<file path="src/rtl/edge_pack_pkg.sv">
// Shared definitions for the edge packer and the Sobel stage that feeds it:
// frame geometry defaults, marker byte, pixel colour constants, state encoding.
package edge_pack_pkg;

  // Default frame geometry of the binary edge image.
  localparam int COL_MAX_DEF    = 98;
  localparam int ROW_MAX_DEF    = 98;

  // Default depth of the output byte buffer (power of 2).
  localparam int FIFO_DEPTH_DEF = 16;

  // Marker byte emitted ahead of every frame.
  localparam logic [7:0] HDR_BYTE_DEF = 8'hA5;

  // Pixel colours produced by the Sobel stage.
  localparam logic [7:0] PIX_BLACK = 8'h00;  // edge
  localparam logic [7:0] PIX_WHITE = 8'hFF;  // background

  // Packer control states.
  typedef enum logic [0:0] {
    S_IDLE = 1'b0,  // waiting for pixel (row 0, col 0)
    S_PACK = 1'b1   // inside a frame
  } state_t;

  // Edge pixels are black, so the packed bit is the inverse of the MSB.
  function automatic logic pixel_bit(input logic pix_msb);
    return ~pix_msb;
  endfunction

  // One-hot mask for a bit position counted MSB-first inside a byte.
  function automatic logic [7:0] bit_mask(input logic [2:0] pos);
    return 8'h80 >> pos;
  endfunction

endpackage

</file>
<file path="src/rtl/edge_pack_fifo.sv">
// First-word-fall-through byte buffer. The head entry is presented on rd_data
// whenever the buffer is not empty; a write is visible the cycle after it.
// A simultaneous read and write both take effect, even when full.
module edge_pack_fifo #(
  parameter int DEPTH = 16,  // power of 2, at least 2
  parameter int WIDTH = 8
) (
  input  logic             sys_clk,
  input  logic             sys_rst,
  input  logic             wr_en,
  input  logic [WIDTH-1:0] wr_data,
  input  logic             rd_en,
  output logic [WIDTH-1:0] rd_data,
  output logic             full,
  output logic             empty
);

  localparam int AW = $clog2(DEPTH);

  logic [WIDTH-1:0] mem [DEPTH];
  // One extra pointer bit distinguishes full from empty.
  logic [AW:0]      wr_ptr;
  logic [AW:0]      rd_ptr;
  logic             do_push;
  logic             do_pop;

  assign empty = (wr_ptr == rd_ptr);
  assign full  = (wr_ptr[AW] != rd_ptr[AW]) &&
                 (wr_ptr[AW-1:0] == rd_ptr[AW-1:0]);

  // A pop frees a slot on the same edge, so a full buffer still accepts a push.
  assign do_pop  = rd_en && !empty;
  assign do_push = wr_en && (!full || do_pop);

  // No bypass: an empty buffer presents zero, never the incoming byte.
  assign rd_data = empty ? '0 : mem[rd_ptr[AW-1:0]];

  // Storage array write port.
  // NOTE: the data array has no reset; only the pointers define what is valid,
  // and leaving it unreset lets it map onto plain RAM/register-file cells.
  always_ff @(posedge sys_clk) begin
    if (do_push) begin
      mem[wr_ptr[AW-1:0]] <= wr_data;
    end
  end

  // Read/write pointer update.
  // NOTE: all sequential state uses non-blocking assignments so every register
  // samples pre-edge values regardless of statement order.
  always_ff @(posedge sys_clk) begin
    if (sys_rst) begin
      wr_ptr <= '0;
      rd_ptr <= '0;
    end else begin
      if (do_push) wr_ptr <= wr_ptr + 1'b1;
      if (do_pop)  rd_ptr <= rd_ptr + 1'b1;
    end
  end

endmodule

</file>
<file path="src/rtl/edge_pack.sv">
// Packs a binary edge image, one pixel per pi_flag strobe, into MSB-first
// bytes (one row never shares a byte with the next), prefixes each frame with
// a marker byte and queues everything in a FWFT buffer for the UART side.
// Column width assumes COL_MAX >= 8 so col[2:0] is the bit slot in the byte.
module edge_pack
  import edge_pack_pkg::*;
#(
  parameter int         COL_MAX    = COL_MAX_DEF,
  parameter int         ROW_MAX    = ROW_MAX_DEF,
  parameter int         FIFO_DEPTH = FIFO_DEPTH_DEF,
  parameter logic [7:0] HDR_BYTE   = HDR_BYTE_DEF
) (
  input  logic       sys_clk,
  input  logic       sys_rst,
  input  logic       pi_flag,
  input  logic [7:0] pi_data,
  input  logic       po_ready,
  output logic       po_valid,
  output logic [7:0] po_data,
  output logic       frame_done,
  output logic       overflow
);

  localparam int CW = $clog2(COL_MAX);
  localparam int RW = $clog2(ROW_MAX);

  state_t        state;
  logic [CW-1:0] col;
  logic [RW-1:0] row;
  logic [7:0]    pack;

  logic          pix_on;
  logic          last_col;
  logic          last_row;
  logic [2:0]    bit_pos;
  logic [7:0]    pix_mask;
  logic [7:0]    packed_byte;
  logic          hdr_wr;
  logic          byte_done;
  logic          frame_end;
  logic          fifo_wr;
  logic [7:0]    fifo_din;
  logic          fifo_full;
  logic          fifo_empty;
  logic          fifo_drop;
  logic          pix_unused;

  // Only the MSB of a pixel carries information.
  assign pix_unused = ^pi_data[6:0];

  // Per-pixel datapath: bit placement, byte completion and buffer write.
  // NOTE: every always_comb output gets a default first so no path can
  // leave it unassigned and infer a latch.
  always_comb begin
    pix_on      = 1'b0;
    last_col    = 1'b0;
    last_row    = 1'b0;
    bit_pos     = 3'd0;
    pix_mask    = 8'h00;
    packed_byte = 8'h00;
    hdr_wr      = 1'b0;
    byte_done   = 1'b0;
    frame_end   = 1'b0;
    fifo_wr     = 1'b0;
    fifo_din    = 8'h00;

    pix_on      = pi_flag && !sys_rst;
    last_col    = (col == CW'(COL_MAX - 1));
    last_row    = (row == RW'(ROW_MAX - 1));
    bit_pos     = col[2:0];
    pix_mask    = pixel_bit(pi_data[7]) ? bit_mask(bit_pos) : 8'h00;
    packed_byte = pack | pix_mask;

    // The first pixel of a frame always arrives in S_IDLE.
    hdr_wr      = pix_on && (state == S_IDLE);
    byte_done   = pix_on && ((bit_pos == 3'd7) || last_col);
    frame_end   = pix_on && last_col && last_row;

    // Header and a completed byte cannot coincide while COL_MAX >= 2.
    fifo_wr     = hdr_wr || byte_done;
    fifo_din    = hdr_wr ? HDR_BYTE : packed_byte;
  end

  // A write into a full buffer is lost unless a read frees a slot that edge.
  assign fifo_drop = fifo_wr && fifo_full && !(po_ready && !fifo_empty);

  // Frame FSM with counters, pack register and registered status flags.
  always_ff @(posedge sys_clk) begin
    if (sys_rst) begin
      state      <= S_IDLE;
      col        <= '0;
      row        <= '0;
      pack       <= 8'h00;
      frame_done <= 1'b0;
      overflow   <= 1'b0;
    end else begin
      frame_done <= 1'b0;

      if (fifo_drop) begin
        overflow <= 1'b1;
      end

      if (pix_on) begin
        // Pack register: restart on the frame's first pixel, clear on completion.
        if (byte_done) begin
          pack <= 8'h00;
        end else if (state == S_IDLE) begin
          pack <= pix_mask;
        end else begin
          pack <= packed_byte;
        end

        // Raster position, wrapping at the end of the row and of the frame.
        if (last_col) begin
          col <= '0;
          row <= last_row ? '0 : row + 1'b1;
        end else begin
          col <= col + 1'b1;
        end

        case (state)
          S_IDLE: begin
            state <= S_PACK;
          end
          S_PACK: begin
            if (frame_end) begin
              state      <= S_IDLE;
              frame_done <= 1'b1;
            end
          end
          default: begin
            state <= S_IDLE;
          end
        endcase
      end
    end
  end

  edge_pack_fifo #(
    .DEPTH (FIFO_DEPTH),
    .WIDTH (8)
  ) u_fifo (
    .sys_clk (sys_clk),
    .sys_rst (sys_rst),
    .wr_en   (fifo_wr),
    .wr_data (fifo_din),
    .rd_en   (po_ready),
    .rd_data (po_data),
    .full    (fifo_full),
    .empty   (fifo_empty)
  );

  assign po_valid = !fifo_empty;

endmodule

</file>
<file path="config.mk">
export PLATFORM = sky130hd
export DESIGN_NAME = edge_pack
export DESIGN_NICKNAME = d
export VERILOG_FILES = /design/src/rtl/edge_pack_pkg.sv /design/src/rtl/edge_pack_fifo.sv /design/src/rtl/edge_pack.sv
export SDC_FILE = /design/constraint.sdc
export NUM_CORES = 1
export LEC_CHECK = 0
export CAP_MARGIN = 0
export CORE_MARGIN = 1.5
export CORE_UTILIZATION = 40
export CTS_BUF_LIST = sky130_fd_sc_hd__clkbuf_16
export CTS_CLUSTER_DIAMETER = 120
export DETAILED_ROUTE_END_ITERATION = 6
export HOLD_SLACK_MARGIN = 0.1
export PLACE_DENSITY = 0.57
export RECOVER_POWER = 100
export SKIP_LAST_GASP = 1
export SYNTH_ARGS = -nofsm -noshare
export SYNTH_HDL_FRONTEND = slang
export SYNTH_SLANG_ARGS = --single-unit
</file>
<file path="constraint.sdc">
create_clock -name sys_clk -period 5.4 [get_ports sys_clk]
set_clock_uncertainty 0.2 [all_clocks]
set_input_delay 1.08 -clock sys_clk [delete_from_list [all_inputs] [get_ports sys_clk]]
set_output_delay 1.08 -clock sys_clk [all_outputs]
set_load 0.01 [all_outputs]
</file>
### Word-level counts from Yosys, hierarchy flattened

Memory sizes are Yosys's and may differ from the RTL's. A register that Yosys moved wholly into a read port is not among the register bits.
Index checks and enable logic that the tools add are counted.
W data, S select, Z words.

* mux-type cells: 14
* $lt $le $gt $ge: 0
* div/mod/pow operators: 0
* add/sub/neg operators: 4
* reduce and logical (&&, ||, !) cells: 19
* multiply operators: 0
* bitwise operators: 3
* shifts and indexed selects: 1
* eq/ne operators: 6

Operators with widths (number)
* $mux W8: 5
* $add A7 B1 Y7 const B: 2
* $eq A7 B7 Y1 const B: 2
* $mux W7: 2
* $add A5 B1 Y5 const B: 2
* $logic_and A1 B1 Y1: 10
* $mux W4: 2
* $or A8 B8 Y8: 1
* $shr A8 B3 Y8 const A: 1
* $eq A5 B5 Y1: 1
* $eq A4 B4 Y1: 1
* $logic_not A1 Y1: 4
* $mux W1: 4
* $eq A3 B3 Y1 const B: 1
* $logic_or A1 B1 Y1: 3
* $reduce_or A3 Y1: 1
* $not A1 Y1: 2
* $pmux W1 S2: 1
* $reduce_and A2 Y1: 1
* $ne A1 B1 Y1: 1

* word-level logic and storage cells: 56
* memories: 1
* memory bits (read-only): 0
* RAM bits: 128
* output and inout port bits: 11
* input bits: 12
* latch bits: 0
* bits in registers: 35

Memory list
* u_fifo.mem: depth 16, bits a word 8, rd ports 1, clocked after Yosys merged registers in 1, wr ports 1, line edge_pack_fifo.sv:20 `logic [WIDTH-1:0] mem [DEPTH];`

### Depth between registers and ports, before layout

Gate-level depths: netlist of run 1.

* word-level depth: 7
* depth in mapped cells: 9
* depth with buffers taken out: 7

### By module

Synthesis of run 1 repeated with hierarchy kept, for this count alone.

* cells, all modules: 450
* area, all modules: 6970.4 um^2

Modules (own cells, without submodules)
* edge_pack_fifo: instances 1, cells each 309, seq. area each 4124.0 um^2, area an instance 5701.7 um^2
* edge_pack: instances 1, cells each 141, seq. area each 500.5 um^2, area an instance 1268.7 um^2

### Worst setup path after synthesis of run 1

OpenSTA, ideal clock, no wires.

* path kind: register -> output
* start point: reg (tool-made name)
* end point: out po_data[5]
* data arrival time: 1839 ps
* required time: 4120 ps
* buffers on the path: 3
* cell stages (with the launch flop): 7
* path slack: 2281 ps
* cells stage by stage: dfxtp_1 buf_2 buf_2 buf_2 mux4_2 mux2i_1 a211oi_1

RTL lines
* to (decl): line edge_pack.sv:19 `output logic [7:0] po_data,`

==> impl_metrics.env, run 1 <==
export IMPL_status="complete, no violations"
export IMPL_cts_tree="yes"
export IMPL_syn2layout_area_growth_pct=15.01
export IMPL_grt_busiest_layer="met2"
export IMPL_grt_use_met3=0.03741
export IMPL_synth_area_sq_um=6845
export IMPL_startpoint_type="register"
export IMPL_synthSimpleGateAreaFrac=0.08335
export IMPL_endpoint_kind="primary output"
export IMPL_layout_nets=471
export IMPL_rows=47
export IMPL_seqCellArea_sq_um=4626
export IMPL_grt_pass1_wl_um=21070
export IMPL_ir_drop_mv=0.2351
export IMPL_fin_crit_ns=4.667
export IMPL_clkPwrFrac=0.451
export IMPL_yosysWarnings=0
export IMPL_synth_compound_area_frac=0.05100
export IMPL_num_vias=3615
export IMPL_yosys_top_cells_area="edfxtp_1 (56%), dfxtp_1 (11%), mux4_2 (11%)"
export IMPL_io_pins=23
export IMPL_grt_setup_unrepaired="false"
export IMPL_drtIter0Drc=306
export IMPL_cap_violations=0
export IMPL_cts_num_sinks=167
export IMPL_power_total_mw=2.999
export IMPL_dieWidth_um=133.8
export IMPL_p_int_mw=2.368
export IMPL_first_global_vias=3709
export IMPL_synth_top_area_cell="edfxtp_1"
export IMPL_powerDensity_nw_per_um2=381.0
export IMPL_worstMarginPinSlew_ns=1.172
export IMPL_wire_per_inst_um=19.76
export IMPL_clkLatencyLatePin_ns=0.43
export IMPL_cts_hold_fix_buffers=0
export IMPL_hp_class="register to register"
export IMPL_n_fill_cell=1406
export IMPL_place_port_buffers=15
export IMPL_yosysTopAreaCellShare=0.5615
export IMPL_grt_overflow=0
export IMPL_setup_viol=0
export IMPL_placed_cell_area_sq_um=7247
export IMPL_hold_viol_final=0
export IMPL_hpwl_um=8449
export IMPL_utilization=0.4730
export IMPL_finalSetupTns_ns=0
export IMPL_p_sw_frac=0.2103
export IMPL_cp_max_fo=20
export IMPL_ant_nets=0
export IMPL_final_area_sq_um=7873
export IMPL_final_layout_size_suffix_gt1_frac=0.1525
export IMPL_ctsHtreeMaxLevel=4
export IMPL_core_sq_um=16640
export IMPL_synth_edf_count=128
export IMPL_antenna_found_initial=0
export IMPL_gr_usage_met2=0.2466
export IMPL_synth_async_sr_flop_share=0
export IMPL_start_util=0.4113
export IMPL_clk_pin_slew_ns=0.06
export IMPL_p_switching_mw=0.6308
export IMPL_leakagePower_nw=2.614
export IMPL_min_period_over_period=0.8642
export IMPL_synth_yosys_seq_area_share=0.6756
export IMPL_crit_type="register to primary output"
export IMPL_synth_xor_area_share=0.02431
export IMPL_p_comb_frac=0.075
export IMPL_fmax_mhz=214.3
export IMPL_drt_pass1_iter_count=4
export IMPL_grt_use_met1=0.2236
export IMPL_cts_root_buf="clkbuf_16"
export IMPL_ctsResizeCount=0
export IMPL_fp_dieH_um=133.8
export IMPL_yosys_cell_types_count=45
export IMPL_antennaDiodeCount=0
export IMPL_drc=0
export IMPL_synth_nets=449
export IMPL_synth_ff_type="edfxtp_1"
export IMPL_totalWireLength_um=13420
export IMPL_synth_seq_cells=167
export IMPL_dieArea_sq_um=17910
export IMPL_grt_max_degree=24
export IMPL_crit_required_ns=4.12
export IMPL_gp_congestion=0.7612
export IMPL_cts_path_max_buffers=2
export IMPL_synth_area_per_cell_sq_um=16.14
export IMPL_synthAdderAreaFrac=0.02376
export IMPL_viasPerCell=5.324
export IMPL_p_seq_frac=0.474
export IMPL_cts_setup_buffers=0
export IMPL_muxShareOfSynthArea=0.1252
export IMPL_cp_data_arrival_time_ns=3.39
export IMPL_cts_made_buffers=17
export IMPL_synth_top_family_by_area="multiplexers"
export IMPL_maxSlewHeadroom=0.2157
export IMPL_multi_input_area_sq_um=2091
export IMPL_grt_total_usage=0.1610
export IMPL_syn_instance_count=424
export IMPL_drv_slew=0
## routing by layer
metal | part of all wire | wire [um] | vias up
li1 | - | - | 1690
met3 | 0.055 | 734 | 14
met4 | 0.015 | 203 | 0
met5 | 0 | 0 | -
met2 | 0.47 | 6286 | 85
met1 | 0.46 | 6193 | 1826
## final cells by class
| type | instances | share of cell area |
|---|---|---|
| Clock buffer | 17 | 0.05404 |
| Inverter | 8 | 0.003814 |
| Sequential cell | 167 | 0.5876 |
| Multi-Input combinational cell | 229 | 0.2656 |
| Timing Repair Buffer | 23 | 0.02448 |
| Clock inverter | 15 | 0.02956 |
| Tap cell | 220 | 0.03497 |
## critical path: stages (launching register included)
cell and delay (ns):
dfxtp_2 0.80, clkbuf_2 0.55, mux4_2 0.57, a211oi_1 0.27, a211oi_1 0.10, dlygate4sd3_1 0.66
## flip-flops by register name, indices dropped and copies added, names as in the netlist, named ones only
signal         count
u_fifo.mem       128
pack               8
col                7
row                7
u_fifo.rd_ptr      5
u_fifo.wr_ptr      5
frame_done         1
overflow           1
state              1
## placed cells by master (no fill, tap or decap), drive strengths merged, types with 4 or more instances in the layout
cell and n:
nand2 10, a21oi 9, nor2b 16, a211oi 18
clkinv 4, xnor2 8, bufinv 6, dlygate4sd3 11
inv 10, edfxtp 128, clkbuf 22, mux2i 11
dfxtp 39, nor2 35, xor2 11, mux4 32
a211o 4, nand4 6, a22o 6, ha 13
clkdlybuf4s50 4, and3 19
## power by group through the flow
stage / clock [mW] / sequential [mW] / combinational [mW]
floorplan: 0 / 1.43 / 0.172
global placement: 0 / 1.45 / 0.233
detailed placement: 0 / 1.45 / 0.236
CTS: 1.37 / 1.42 / 0.236
global route: 1.41 / 1.43 / 0.246
finish: 1.35 / 1.42 / 0.225
## synthesized netlist by cell type, drive strengths merged (2+ instances only)
| master | instances |
|---|---|
| a211o | 4 |
| nand2 | 10 |
| nor4 | 3 |
| xnor2 | 8 |
| mux4 | 32 |
| and2 | 3 |
| xor2 | 11 |
| and4 | 2 |
| nor2b | 16 |
| o21ai | 2 |
| inv | 8 |
| edfxtp | 128 |
| mux2 | 2 |
| dfxtp | 39 |
| nor2 | 35 |
| nand4 | 6 |
| a22o | 6 |
| clkbuf | 12 |
| buf | 8 |
| and3 | 19 |
| nand3 | 3 |
| nand2b | 2 |
| ha | 13 |
| mux2i | 11 |
| a21oi | 9 |
| a211oi | 18 |
| nor3 | 2 |
## cells by family (layout without fill, tap and decap cells)
kind of cell    count (synthesis)  after routing
flops                         167            167
mux                            45             45
compound gates                 47             47
xor+xnor                       19             19
fa+ha+maj                      13             13
simple gates                  105            105
buf+inv                        28             63
## metrics by stage
| stage | setup slack [ns] | cells | hold slack (ns) |
|---|---|---|---|
| after floorplan | 2.281 | 424 | 0.2310 |
| after CTS | 0.9559 | 679 | 0.2671 |
| after global placement | 1.403 | 647 | 0.2552 |
| after global routing | 0.4676 | 679 | 0.2898 |
| final | 0.7331 | 679 | 0.2697 |
| after detailed placement | 1.406 | 647 | 0.2513 |
## path summary, 6_finish.rpt
kind                                           start                          to  slack, ns  cells after the start
worst max-delay path                        register                  po_data[2]       0.73                      5
worst min-delay path            pack[0]$_SDFFE_PP0N_        pack[0]$_SDFFE_PP0N_       0.27                      1
worst max register to register   col[2]$_SDFFE_PP0N_  u_fifo.mem[3][3]$_DFFE_PP_       2.01                      7
worst min register to register  pack[0]$_SDFFE_PP0N_        pack[0]$_SDFFE_PP0N_       0.27                      1
Note: power is estimated with default switching activity, not from simulation.
==> inputs of run 2 (changes only) <==
--- a/config.mk
+++ b/config.mk
@@ -7,12 +7,13 @@
 export LEC_CHECK = 0
 export CAP_MARGIN = 0
 export CORE_MARGIN = 1.5
-export CORE_UTILIZATION = 40
+export CORE_UTILIZATION = 45
 export CTS_BUF_LIST = sky130_fd_sc_hd__clkbuf_16
 export CTS_CLUSTER_DIAMETER = 120
 export DETAILED_ROUTE_END_ITERATION = 6
+export GPL_TIMING_DRIVEN = 0
 export HOLD_SLACK_MARGIN = 0.1
-export PLACE_DENSITY = 0.57
+export PLACE_DENSITY_LB_ADDON = 0.3
 export RECOVER_POWER = 100
 export SKIP_LAST_GASP = 1
 export SYNTH_ARGS = -nofsm -noshare
==> impl_metrics.env, run 2 (synthesis gave the netlist of run 1 again) <==
export IMPL_viasPerCell=5.631
export IMPL_drtIter0Drc=334
export IMPL_n_fill_cell=1196
export IMPL_slowest_delay_ns=0.66
export IMPL_hp_class="register to register"
export IMPL_seqCellArea_sq_um=4624
export IMPL_leakagePower_nw=2.585
export IMPL_fp_dieH_um=126.3
export IMPL_multi_input_area_sq_um=2085
export IMPL_cts_tree="yes"
export IMPL_reg2reg_to="u_fifo.mem[3][6]$_DFFE_PP_"
export IMPL_ant_nets=0
export IMPL_slowest_stage="dlygate4sd3_1"
export IMPL_final_layout_size_suffix_gt1_frac=0.1486
export IMPL_maxSlewHeadroom=0.1084
export IMPL_largest_register_ffs=128
export IMPL_fmax_mhz=214.0
export IMPL_startpoint_type="register"
export IMPL_grt_max_degree=17
export IMPL_finalSetupTns_ns=0
export IMPL_cts_hold_fix_buffers=0
export IMPL_ctsResizeCount=0
export IMPL_dieArea_sq_um=15960
export IMPL_setup_viol=0
export IMPL_io_pins=23
export IMPL_layout_nets=483
export IMPL_grt_total_usage=0.1749
export IMPL_r2r_slack_ns=1.68
export IMPL_antenna_found_initial=0
export IMPL_cp_num_buf_inv=3
export IMPL_cp_max_fo=10
export IMPL_cap_violations=0
export IMPL_totalWireLength_um=12910
export IMPL_rows=44
export IMPL_setup_ws_ns=0.7274
export IMPL_power_total_mw=2.806
export IMPL_mostFrequentLayoutCells="edfxtp_1 (128), dfxtp_1 (39), nor2_1 (35)"
export IMPL_crit_type="register to primary output"
export IMPL_grt_overflow=0
export IMPL_place_ws_ns=1.204
export IMPL_cp_data_arrival_time_ns=3.39
export IMPL_r2r_cells=6
export IMPL_drt_pass1_iter_count=4
export IMPL_hold_depth=1
export IMPL_crit_chain="clkbuf_1 -> clkbuf_1 -> mux4_2 -> mux2i_1 -> a211oi_1 -> dlygate4sd3_1"
export IMPL_status="complete, no violations"
export IMPL_worstMarginPinSlew_ns=1.327
export IMPL_cts_setup_buffers=0
export IMPL_syn2layout_area_growth_pct=13.56
export IMPL_final_area_sq_um=7774
export IMPL_cts_num_sinks=167
export IMPL_gp_congestion=0.7485
export IMPL_drv_slew=0
export IMPL_start_util=0.4657
export IMPL_clkLatencyLatePin_ns=0.42
export IMPL_worstReg2RegStart="col[2]$_SDFFE_PP0N_"
export IMPL_ir_drop_mv=0.1867
export IMPL_place_port_buffers=15
export IMPL_fin_crit_ns=4.673
export IMPL_endpoint_kind="primary output"
export IMPL_drc=0
export IMPL_placed_cell_area_sq_um=7226
export IMPL_dieWidth_um=126.3
export IMPL_clk_pin_slew_ns=0.06
export IMPL_cp_num_cells=6
export IMPL_cts_root_buf="clkbuf_16"
export IMPL_grt_setup_unrepaired="false"
export IMPL_first_global_vias=3772
export IMPL_hpwl_um=8467
export IMPL_antennaDiodeCount=0
export IMPL_num_vias=3688
export IMPL_cts_made_buffers=17
export IMPL_mostFrequentLayoutCell="edfxtp_1"
export IMPL_wire_per_inst_um=19.71
export IMPL_crit_required_ns=4.12
export IMPL_cp_top_family="buffers and inverters"
export IMPL_cpMostUsedCell="clkbuf_1"
export IMPL_powerDensity_nw_per_um2=361.0
export IMPL_cts_path_max_buffers=2
export IMPL_ctsHtreeMaxLevel=4
export IMPL_core_sq_um=14700
export IMPL_hold_viol_final=0
export IMPL_min_period_over_period=0.8653
export IMPL_crit_end="po_data[7]"
export IMPL_grt_pass1_wl_um=20520
==> run 2: changes by cell type in the layout (fill, tap and decap cells not counted), moves of 2 or more <==
cell	previous run	this run
inv_6	1	3
bufinv_16	6	1
buf_2	0	4
buf_4	3	0
clkinv_4	0	3
clkbuf_1	4	14
buf_1	0	2
==> run 2: routing by layer <==
layer / GRT usage / wire [um] / part of all wire / up-vias
met1: 0.2289 / 5895 / 0.46 / 1877
met3: 0.04260 / 577 / 0.045 / 16
met5: 0 / 0 / 0 / -
met4: 0.07032 / 262 / 0.020 / 0
met2: 0.2841 / 6174 / 0.48 / 80
li1: - / - / - / 1715
==> run 2: area by class of cell <==
type / instances / share of cell area
timing repair buffer: 15 / 0.01931
multi-input combinational: 229 / 0.2681
inverter: 8 / 0.003863
clock inverter: 15 / 0.01915
tap: 184 / 0.02962
buffer: 20 / 0.01030
clock buffer: 17 / 0.05472
sequential: 167 / 0.5949
==> run 2: stage by stage <==
step	util	std cells	hold WS [ns]
after floorplan	-	424	0.2310
after global placement	0.4916	623	0.2483
after detailed placement	0.4916	623	0.2492
after CTS	0.5306	655	0.2680
after global routing	0.5289	655	0.2974
final	0.5289	655	0.2693
==> run 2: report_power, final <==
group / internal [mW] / switching, mW / total (mW)
Combinational: 0.114 / 0.133 / 0.247
Sequential: 1.39 / 0.00891 / 1.40
Clock: 0.644 / 0.514 / 1.16
==> run 2: how the worst min path moves through the flow <==
stage	start	slack (ns)	to
after floorplan	pack[0]$_SDFFE_PP0N_	0.23	pack[0]$_SDFFE_PP0N_
after global placement	pack[0]$_SDFFE_PP0N_	0.25	pack[0]$_SDFFE_PP0N_
after detailed placement	pack[0]$_SDFFE_PP0N_	0.25	pack[0]$_SDFFE_PP0N_
after CTS	pack[0]$_SDFFE_PP0N_	0.27	pack[0]$_SDFFE_PP0N_
after global routing	pack[0]$_SDFFE_PP0N_	0.30	pack[0]$_SDFFE_PP0N_
final	pack[0]$_SDFFE_PP0N_	0.27	pack[0]$_SDFFE_PP0N_
